[src/rtl/ctx_arb.sv]
// -----------------------------------------------------------------------------
// ctx_arb
//   Round-robin arbiter and sequencer that shares one CTX datapath
//   (val/in[7:0] -> out[7:0], fixed latency CTX_LAT) among NUM_REQ requesters.
//   One request is accepted per cycle and launched into the CTX input
//   registers. The id of each launch is carried through an owner pipeline
//   matched to the CTX latency, so every result goes back to the requester
//   that issued it. Results return in issue order, one per cycle at most.
//
//   Arbitration: the last granted requester keeps the grant while it keeps
//   requesting, up to MAX_BURST consecutive grants. After that it yields, but
//   only to a requester that is actually waiting. Otherwise the grant goes to
//   the first requester found by scanning upward from rr_ptr.
//
// Ports
//   clk       in   clock, rising edge
//   rst_n     in   asynchronous active-low reset
//   req_val   in   [NUM_REQ]    per-requester request valid
//   req_data  in   [8*NUM_REQ]  per-requester operand, requester i at [8i+7:8i]
//   req_rdy   out  [NUM_REQ]    one-hot accept, combinational
//   ctx_val   out  CTX input valid, registered
//   ctx_in    out  [8]  CTX operand, registered
//   ctx_out   in   [8]  CTX result
//   rsp_val   out  [NUM_REQ]    one-hot response valid, registered
//   rsp_data  out  [8]  response data, qualified by rsp_val
//   gnt_id    out  [3]  id of the last accepted requester (debug), registered
// -----------------------------------------------------------------------------
module ctx_arb #(
    parameter int NUM_REQ   = 4,
    parameter int CTX_LAT   = 2,
    parameter int MAX_BURST = 4
) (
    input  logic                 clk,
    input  logic                 rst_n,
    input  logic [NUM_REQ-1:0]   req_val,
    input  logic [8*NUM_REQ-1:0] req_data,
    output logic [NUM_REQ-1:0]   req_rdy,
    output logic                 ctx_val,
    output logic [7:0]           ctx_in,
    input  logic [7:0]           ctx_out,
    output logic [NUM_REQ-1:0]   rsp_val,
    output logic [7:0]           rsp_data,
    output logic [2:0]           gnt_id
);

    localparam int IDW = 3;
    localparam int BCW = 4;
    localparam logic [IDW:0]   NUM_REQ_W   = (IDW+1)'(NUM_REQ);
    localparam logic [BCW-1:0] MAX_BURST_W = BCW'(MAX_BURST);

    // Arbiter state
    logic [IDW-1:0] r_rr_ptr;
    logic [IDW-1:0] r_last_id;
    logic [BCW-1:0] r_burst_cnt;

    // CTX launch registers
    logic           r_ctx_val;
    logic [7:0]     r_ctx_in;

    // Owner pipeline; index CTX_LAT-1 is the head, aligned with ctx_out
    logic [CTX_LAT-1:0]          r_own_val;
    logic [CTX_LAT-1:0][IDW-1:0] r_own_id;

    // Response registers
    logic [NUM_REQ-1:0] r_rsp_val;
    logic [7:0]         r_rsp_data;

    // Arbitration wires
    logic [NUM_REQ-1:0] w_last_oh;
    logic               w_last_req;
    logic               w_others_wait;
    logic               w_sticky;
    logic [NUM_REQ-1:0] w_rot;
    logic               w_rr_found;
    logic [IDW-1:0]     w_rr_id;
    logic               w_gnt_any;
    logic [IDW-1:0]     w_gnt_id;
    logic [NUM_REQ-1:0] w_gnt_oh;
    logic [7:0]         w_gnt_data;
    logic [IDW-1:0]     w_next_ptr;

    // Reduce a sum of an id and an offset below 2*NUM_REQ back into range.
    function automatic logic [IDW-1:0] wrap_id(input logic [IDW:0] s);
        return (s >= NUM_REQ_W) ? IDW'(s - NUM_REQ_W) : IDW'(s);
    endfunction

    assign w_last_oh     = NUM_REQ'(1) << r_last_id;
    assign w_last_req    = |(req_val & w_last_oh);
    assign w_others_wait = |(req_val & ~w_last_oh);

    // Burst limit only bites when someone else is waiting; a lone requester
    // streams without bubbles.
    assign w_sticky = w_last_req && ((r_burst_cnt < MAX_BURST_W) || !w_others_wait);

    // Rotate so that bit 0 corresponds to rr_ptr; the lowest set bit of the
    // rotated vector is then the round-robin winner.
    assign w_rot = NUM_REQ'({req_val, req_val} >> r_rr_ptr);

    always_comb begin
        // NOTE: every variable assigned in a combinational block gets a default
        // up front, so no path leaves it unassigned and no latch is inferred.
        w_rr_found = 1'b0;
        w_rr_id    = '0;
        // Descending scan: the last hit written is the lowest rotated index.
        for (int k = NUM_REQ - 1; k >= 0; k--) begin
            if (w_rot[k]) begin
                w_rr_found = 1'b1;
                w_rr_id    = wrap_id({1'b0, r_rr_ptr} + (IDW+1)'(k));
            end
        end
    end

    assign w_gnt_any  = w_sticky || w_rr_found;
    assign w_gnt_id   = w_sticky ? r_last_id : w_rr_id;
    assign w_gnt_oh   = w_gnt_any ? (NUM_REQ'(1) << w_gnt_id) : '0;
    assign w_next_ptr = wrap_id({1'b0, w_gnt_id} + (IDW+1)'(1));

    // Operand select as an AND-OR over the one-hot grant.
    always_comb begin
        w_gnt_data = '0;
        for (int k = 0; k < NUM_REQ; k++) begin
            if (w_gnt_oh[k]) begin
                w_gnt_data = w_gnt_data | req_data[8*k +: 8];
            end
        end
    end

    // Arbiter state update on every transfer.
    always_ff @(posedge clk or negedge rst_n) begin
        if (!rst_n) begin
            r_rr_ptr    <= '0;
            r_last_id   <= '0;
            r_burst_cnt <= '0;
        end else if (w_gnt_any) begin
            // NOTE: sequential state is always written with non-blocking
            // assignments so every register samples pre-edge values.
            if (w_gnt_id == r_last_id) begin
                if (r_burst_cnt != MAX_BURST_W) begin
                    r_burst_cnt <= r_burst_cnt + BCW'(1);
                end
            end else begin
                r_burst_cnt <= BCW'(1);
            end
            r_last_id <= w_gnt_id;
            r_rr_ptr  <= w_next_ptr;
        end
    end

    // CTX launch: ctx_in holds its value between transfers.
    always_ff @(posedge clk or negedge rst_n) begin
        if (!rst_n) begin
            r_ctx_val <= 1'b0;
            r_ctx_in  <= '0;
        end else begin
            r_ctx_val <= w_gnt_any;
            if (w_gnt_any) begin
                r_ctx_in <= w_gnt_data;
            end
        end
    end

    // Owner pipeline and response retirement.
    always_ff @(posedge clk or negedge rst_n) begin
        if (!rst_n) begin
            // NOTE: only the valid bits matter for correctness, but the ids are
            // small and resetting them keeps the pipeline free of X.
            r_own_val  <= '0;
            r_own_id   <= '0;
            r_rsp_val  <= '0;
            r_rsp_data <= '0;
        end else begin
            r_own_val[0] <= r_ctx_val;
            r_own_id[0]  <= r_last_id;
            for (int k = 1; k < CTX_LAT; k++) begin
                r_own_val[k] <= r_own_val[k-1];
                r_own_id[k]  <= r_own_id[k-1];
            end
            r_rsp_val <= r_own_val[CTX_LAT-1] ? (NUM_REQ'(1) << r_own_id[CTX_LAT-1]) : '0;
            if (r_own_val[CTX_LAT-1]) begin
                r_rsp_data <= ctx_out;
            end
        end
    end

    assign req_rdy  = w_gnt_oh;
    assign ctx_val  = r_ctx_val;
    assign ctx_in   = r_ctx_in;
    assign rsp_val  = r_rsp_val;
    assign rsp_data = r_rsp_data;
    assign gnt_id   = r_last_id;

endmodule

[config.mk]
export PLATFORM = sky130hd
export DESIGN_NAME = ctx_arb
export DESIGN_NICKNAME = d
export VERILOG_FILES = /design/src/rtl/ctx_arb.sv
export SDC_FILE = /design/constraint.sdc
export NUM_CORES = 1
export LEC_CHECK = 0
export BUFFER_PORTS_ARGS = -buffer_cell sky130_fd_sc_hd__buf_2
export CAP_MARGIN = 5
export CORE_UTILIZATION = 45
export CTS_CLUSTER_DIAMETER = 30
export DETAILED_ROUTE_END_ITERATION = 6
export HOLD_SLACK_MARGIN = 0.02
export PLACE_DENSITY = 0.74
export SLEW_MARGIN = 20
export SYNTH_ARGS = -nofsm -noshare
export SYNTH_HDL_FRONTEND = slang
export SYNTH_SLANG_ARGS = --single-unit
[constraint.sdc]
create_clock -name clk -period 2.9 [get_ports clk]
set_input_delay 0.145 -clock clk [delete_from_list [all_inputs] [get_ports clk]]
set_output_delay 0.145 -clock clk [all_outputs]
set_load 0.03 [all_outputs]
* Word level (Yosys, flattened, before mapping)
Index checks and enable logic that the tools add are counted.
** Word-level totals
- Bits in registers :: 39
- Bits of input ports :: 46
- Output and inout port bits :: 28
- Word-level logic and storage cells :: 68
** Operators by class
- Add/subtract/negate cells :: 10
- $lt $le $gt $ge :: 6
- Equal/unequal tests :: 3
- Shifts and indexed selects :: 4
- Mux-type cells :: 22
- Bitwise operators :: 6
- Reduce and logical (&&, ||, !) cells :: 7
** Operators by type and width (count)
- $mux 8 :: 4
- $mux 3 :: 10
- $or 8x8->8 :: 3
- $ge 4x3->1 const B :: 4
- $mux 4 :: 4
- $sub 3x3->3 const B :: 5
- $shl 1x3->4 const A :: 3
- $add 3x1->4 const B :: 2
- $add 3x2->4 const B :: 2
- $and 4x4->4 :: 2
- $reduce_or 4->1 :: 2
- $shr 8x3->4 :: 1
- $add 4x1->4 const B :: 1
- $lt 4x3->1 const B :: 1
- $mux 1 :: 4
- $ne 4x3->1 const B :: 1
- $not 4->4 :: 1
- $eq 3x3->1 :: 1
- $ge 3x3->1 const B :: 1
- $logic_or 1x1->1 :: 2
- $ne 2x1->1 const B :: 1
- $reduce_and 2->1 :: 1
- $logic_and 1x1->1 :: 1
- $logic_not 1->1 :: 1

* Logic depth before layout (Yosys ltp)
- Word-level depth :: 17
- Gate-level depth with buffers :: 14
- Gate-level depth less buffers :: 12

* Worst setup path before layout
OpenSTA, ideal clock, no wires.
- Path type :: reg-to-output
- Start point :: register r_last_id[0], in the netlist gnt_id[0]
- End point :: output req_rdy[3]
- Data arrival time :: 2.827 ns
- Required time :: 2.755 ns
- Slack :: -0.072 ns
- Cell stages (with the launch flop) :: 12
- Path buffers :: 3
- Cell sequence :: dfrtp_1 > buf_2 > or4_1 > o311a_1 > or2_1 > buf_6 > mux2i_1 > inv_1 > ha_1 > ha_1 > buf_1 > and2_1
** Between the ends
- Word-level cells in the longest chain between the ends :: 10
- Elaborated cells between the ends (all ways) :: 13
- Those cells by class :: shift: 2; mux: 2; bitwise: 3; reduce/logical: 6
** RTL lines
- from (decl) :: line 53 : logic [IDW-1:0] r_last_id;
- from (signal assigned) :: line 144 : r_last_id <= w_gnt_id;
- $shl 1x3->4 :: line 87 : assign w_last_oh = NUM_REQ'(1) << r_last_id;
- $not 4->4 :: line 89 : assign w_others_wait = |(req_val & ~w_last_oh);
- $and 4x4->4 :: line 89
- $reduce_or 4->1 :: line 89
- $logic_not 1->1 :: line 93 : assign w_sticky = w_last_req && ((r_burst_cnt < MAX_BURST_W) || !w_others_wait);
- $logic_or 1x1->1 :: line 93
- $logic_and 1x1->1 :: line 93
- $mux 3 * :: line 114 : assign w_gnt_id = w_sticky ? r_last_id : w_rr_id;
- named net w_gnt_id[0] :: line 77 : logic [IDW-1:0] w_gnt_id;
- $shl 1x3->4 * :: line 115 : assign w_gnt_oh = w_gnt_any ? (NUM_REQ'(1) << w_gnt_id) : '0;
- $mux 4 * :: line 115
- to (decl) :: line 37 : output logic [NUM_REQ-1:0] req_rdy,
The timed path passes the listed nets; every way through them passes the cells marked *.

* Worst setup path after layout
Same ends and word-level chain as after synthesis.

==> reports/qor.yml <==
worst_setup_path:
  critical_path_peak_fanout: 8
  worstPathRequired_ns: 2.76
  ff2ff_path_depth: 12
  worst-r2r-setup-slack_ns: 0.25
  worstSetupPathType: "reg -> out"
  start_kind: "flop"
  timing.rr.end: "ctx_in[1]$_DFFE_PN0P_"
  end_kind: "output pin"
  worstReg2RegStart: "r_rr_ptr[0]$_DFFE_PN0P_"
  cp_data_arrival_time_ns: 2.68
synthesis:
  synthDominantCellAreaShare_pct: 46.43
  mappedNetlistNets: 255
  synth.avg_cell_area_um2: 10.46
  synth.yosys.warnings: 0
  synth_top_cells_by_area: "sky130_fd_sc_hd__dfrtp_1 (46%), sky130_fd_sc_hd__a22oi_1 (6.1%), sky130_fd_sc_hd__ha_1 (4.8%)"
  post_synth_cell_types: 53
  synth_edf_count: 0
  synth_largest_area_cell: "sky130_fd_sc_hd__dfrtp_1"
  synth_seq_cells: 39
  seq_area_frac_synth_pct: 46.43
  post_synth_instance_area_um2: 2102
  ys_dominant_reg_cell: "sky130_fd_sc_hd__dfrtp_1"
  post_synth_inst_count: 201
  synthArstFlopShare_pct: 100.0
flow_run:
  drv_cap: 0
worst_hold_path:
  hold_start: "ctx_out[7]"
  timing.hold.worst_endpoint: "rsp_data[7]$_DFFE_PN0P_"
  timing.hold.worst_path_depth: 2
  holdCritPathClass: "in -> reg"
timing:
  finalWorstPathRequiredPeriod_ns: 2.822
  final.setup.tns_ns: 0
  worst_clk_skew_ns: 0.006347
  setup-violations-final: 0
  rsz0062_at_grt: "yes"
  final-max-slew-violation-count: 0
  fmax_mhz: 354.4
  tightestPinTransition_ns: 0.8157
  slew-limit-headroom_pct: 45.62
  final_period_util_pct: 97.30
  final_hold_viol_count: 0
placement:
  place.detailed.hpwl_mm: 3.398
  gpl.final_weighted_congestion: 0.8451
  place.port_buffers: 73
  dp.cells: 330
cells_and_area:
  layout.cells.non_filler: 345
  synthToLayoutAreaGrowth_pct: 36.55
  final_layout_size_suffix_gt1_share_pct: 47.78
  fin_nets: 346
  antennaDiodeCount: 0
clock_network:
  clock_sink_count: 39
  clock_tree.root_cell: "sky130_fd_sc_hd__clkbuf_8"
  clk_latency_ns: 0.29
  cts_max_level: 2
  cts_made_buffers: 5
  cts.clk_slew.worst_paths_ns: 0.08
  clock_tree_from_tritoncts: "done"
  max-clock-path-buffers: 2
pwr:
  ir_worst_vdd_mv: 0.7065
  power.static_leakage_nw: 1.376
  power_per_cell_area_nw_per_um2: 1254
drt:
  wirelength_routed_mm: 4.751
  initialDrtViolationCount: 91
  drtAntennaViolNets: 0
  detail_route.vias_per_cell: 5.426
  firstDrtPassIters: 4
  drt-wirelength-per-cell_um: 13.77
  via_count: 1872
  drc_violation_count_after_routing: 0
outcome:
  status: "finished, final reports clean"
die:
  placeable_core_area_um2: 4414
  fp.dieH_um: 70.35
  chipWidth_um: 70.35
  ios: 74
  core.rowCount: 24
  die_area_um2: 4948
  initial_utilization_pct: 47.62
grt:
  antenna_found_initial: 0
  grt_usage_pct: 19.08
  grt_pass1_wl_mm: 7.590
  grt-ovfl-total: 0
  first_global_vias: 1732
  largest_net_degree_at_the_start_of_global_routing: 40
[critical path: stages (launching register included)]
cell and delay (ns):
sky130_fd_sc_hd__dfrtp_2 0.44, sky130_fd_sc_hd__or4_1 0.53, sky130_fd_sc_hd__o311a_1 0.16, sky130_fd_sc_hd__or2_4 0.30
sky130_fd_sc_hd__mux2i_4 0.19, sky130_fd_sc_hd__inv_2 0.08, sky130_fd_sc_hd__ha_2 0.21, sky130_fd_sc_hd__ha_4 0.17
sky130_fd_sc_hd__and2_2 0.17, sky130_fd_sc_hd__buf_6 0.13
[power breakdown]
part	internal, W	switching [W]
clock network	0.000167	0.000190
logic	0.00111	0.00129
registers	0.000735	0.000107
[flip-flops by register name, summed over array words and instances, names as in the netlist]
| register | count |
|---|---|
| r_own_id | 6 |
| rsp_val | 4 |
| r_burst_cnt | 4 |
| ctx_in | 8 |
| gnt_id | 3 |
| r_own_val | 2 |
| rsp_data | 8 |
| r_rr_ptr | 3 |
| ctx_val | 1 |
[logic make-up after synthesis]
logic type | after synthesis | share of synthesized area [%]
XOR/XNOR | 2 | 0.8335
buffers and inverters | 26 | 6.011
adder cells (fa/ha/maj) | 8 | 4.762
AND/OR/NAND/NOR | 56 | 14.52
other | 1 | 0.1784
flip-flops | 39 | 46.43
multiplexers | 16 | 8.691
AO/OA/AOI/OAI | 53 | 18.57
[per-stage QoR]
stage / worst slack [ns] / hold slack (ns) / utilization [%] / cell area, µm² / total power [W]
after floorplan: 0.001497 / -0.1506 / - / 2108 / 0.002273
after global placement: 0.09712 / 0.2859 / 58.79 / 2595 / 0.002852
after detailed placement: 0.07558 / 0.2858 / 58.79 / 2595 / 0.002867
after CTS: -0.008596 / 0.07672 / 62.05 / 2739 / 0.003305
after global routing: -0.02168 / 0.07867 / 65.02 / 2870 / 0.003849
final: 0.07819 / 0.07979 / 65.02 / 2870 / 0.003599
[timing repair]
action,CTS,global route
gates resized for setup,8,25
hold buffers,1,0
pin swaps,3,3
endpoints found under the setup margin,4,12
buffers inserted,2,4
hold endpoints to repair,39,0
[layer usage]
layer  wire length [µm]  GRT usage [%]  vias to the layer above
met2               2443          33.23                       59
met1               2028          22.49                      890
met4                 48          8.444                        0
li1                   -              -                      917
met5                  0              0                        -
met3                230          3.896                        6
[how the worst max path moves through the flow]
stage                                 start         end  slack (ns)  cells after the start
global placement    r_rr_ptr[0]$_DFFE_PN0P_  req_rdy[3]         0.1                     11
global route        r_rr_ptr[0]$_DFFE_PN0P_  req_rdy[1]       -0.02                     11
detailed placement  r_rr_ptr[0]$_DFFE_PN0P_  req_rdy[3]        0.08                     11
CTS                 r_rr_ptr[0]$_DFFE_PN0P_  req_rdy[3]      -0.009                     11
floorplan             gnt_id[0]$_DFFE_PN0P_  req_rdy[3]       0.001                     11
finish                gnt_id[0]$_DFFE_PN0P_  req_rdy[3]        0.08                      9
[area by class of cell]
cell class | instances | area, µm²
fill | 347 | 1544
clock buffer | 5 | 68.82
sequential | 39 | 977.2
multi-input combinational | 136 | 1121
timing repair buffer | 97 | 566.8
clock inverter | 3 | 20.02
tap | 52 | 65.06
inverter | 13 | 51.30
[cell usage after synthesis (3+ instances only)]
master,number
sky130_fd_sc_hd__inv_1,12
sky130_fd_sc_hd__nor3_1,5
sky130_fd_sc_hd__ha_1,8
sky130_fd_sc_hd__mux2_2,8
sky130_fd_sc_hd__dfrtp_1,39
sky130_fd_sc_hd__clkbuf_1,3
sky130_fd_sc_hd__and2_1,4
sky130_fd_sc_hd__a22oi_1,17
sky130_fd_sc_hd__o21ai_0,6
sky130_fd_sc_hd__a31oi_1,10
sky130_fd_sc_hd__nand2_1,11
sky130_fd_sc_hd__nor2_1,14
sky130_fd_sc_hd__a21oi_1,5
sky130_fd_sc_hd__buf_1,5
sky130_fd_sc_hd__mux2i_1,7
[placed cells by master (no fill, tap or decap), drive strengths merged, types with 7 or more instances in the layout]
| cell type | count |
|---|---|
| buf | 96 |
| dfrtp | 39 |
| a22oi | 17 |
| nor2 | 14 |
| inv | 13 |
| nand2 | 11 |
| a31oi | 10 |
| mux2 | 8 |
| ha | 8 |
| o21ai | 7 |
| mux2i | 7 |
Note: power is estimated with default switching activity, not from simulation.
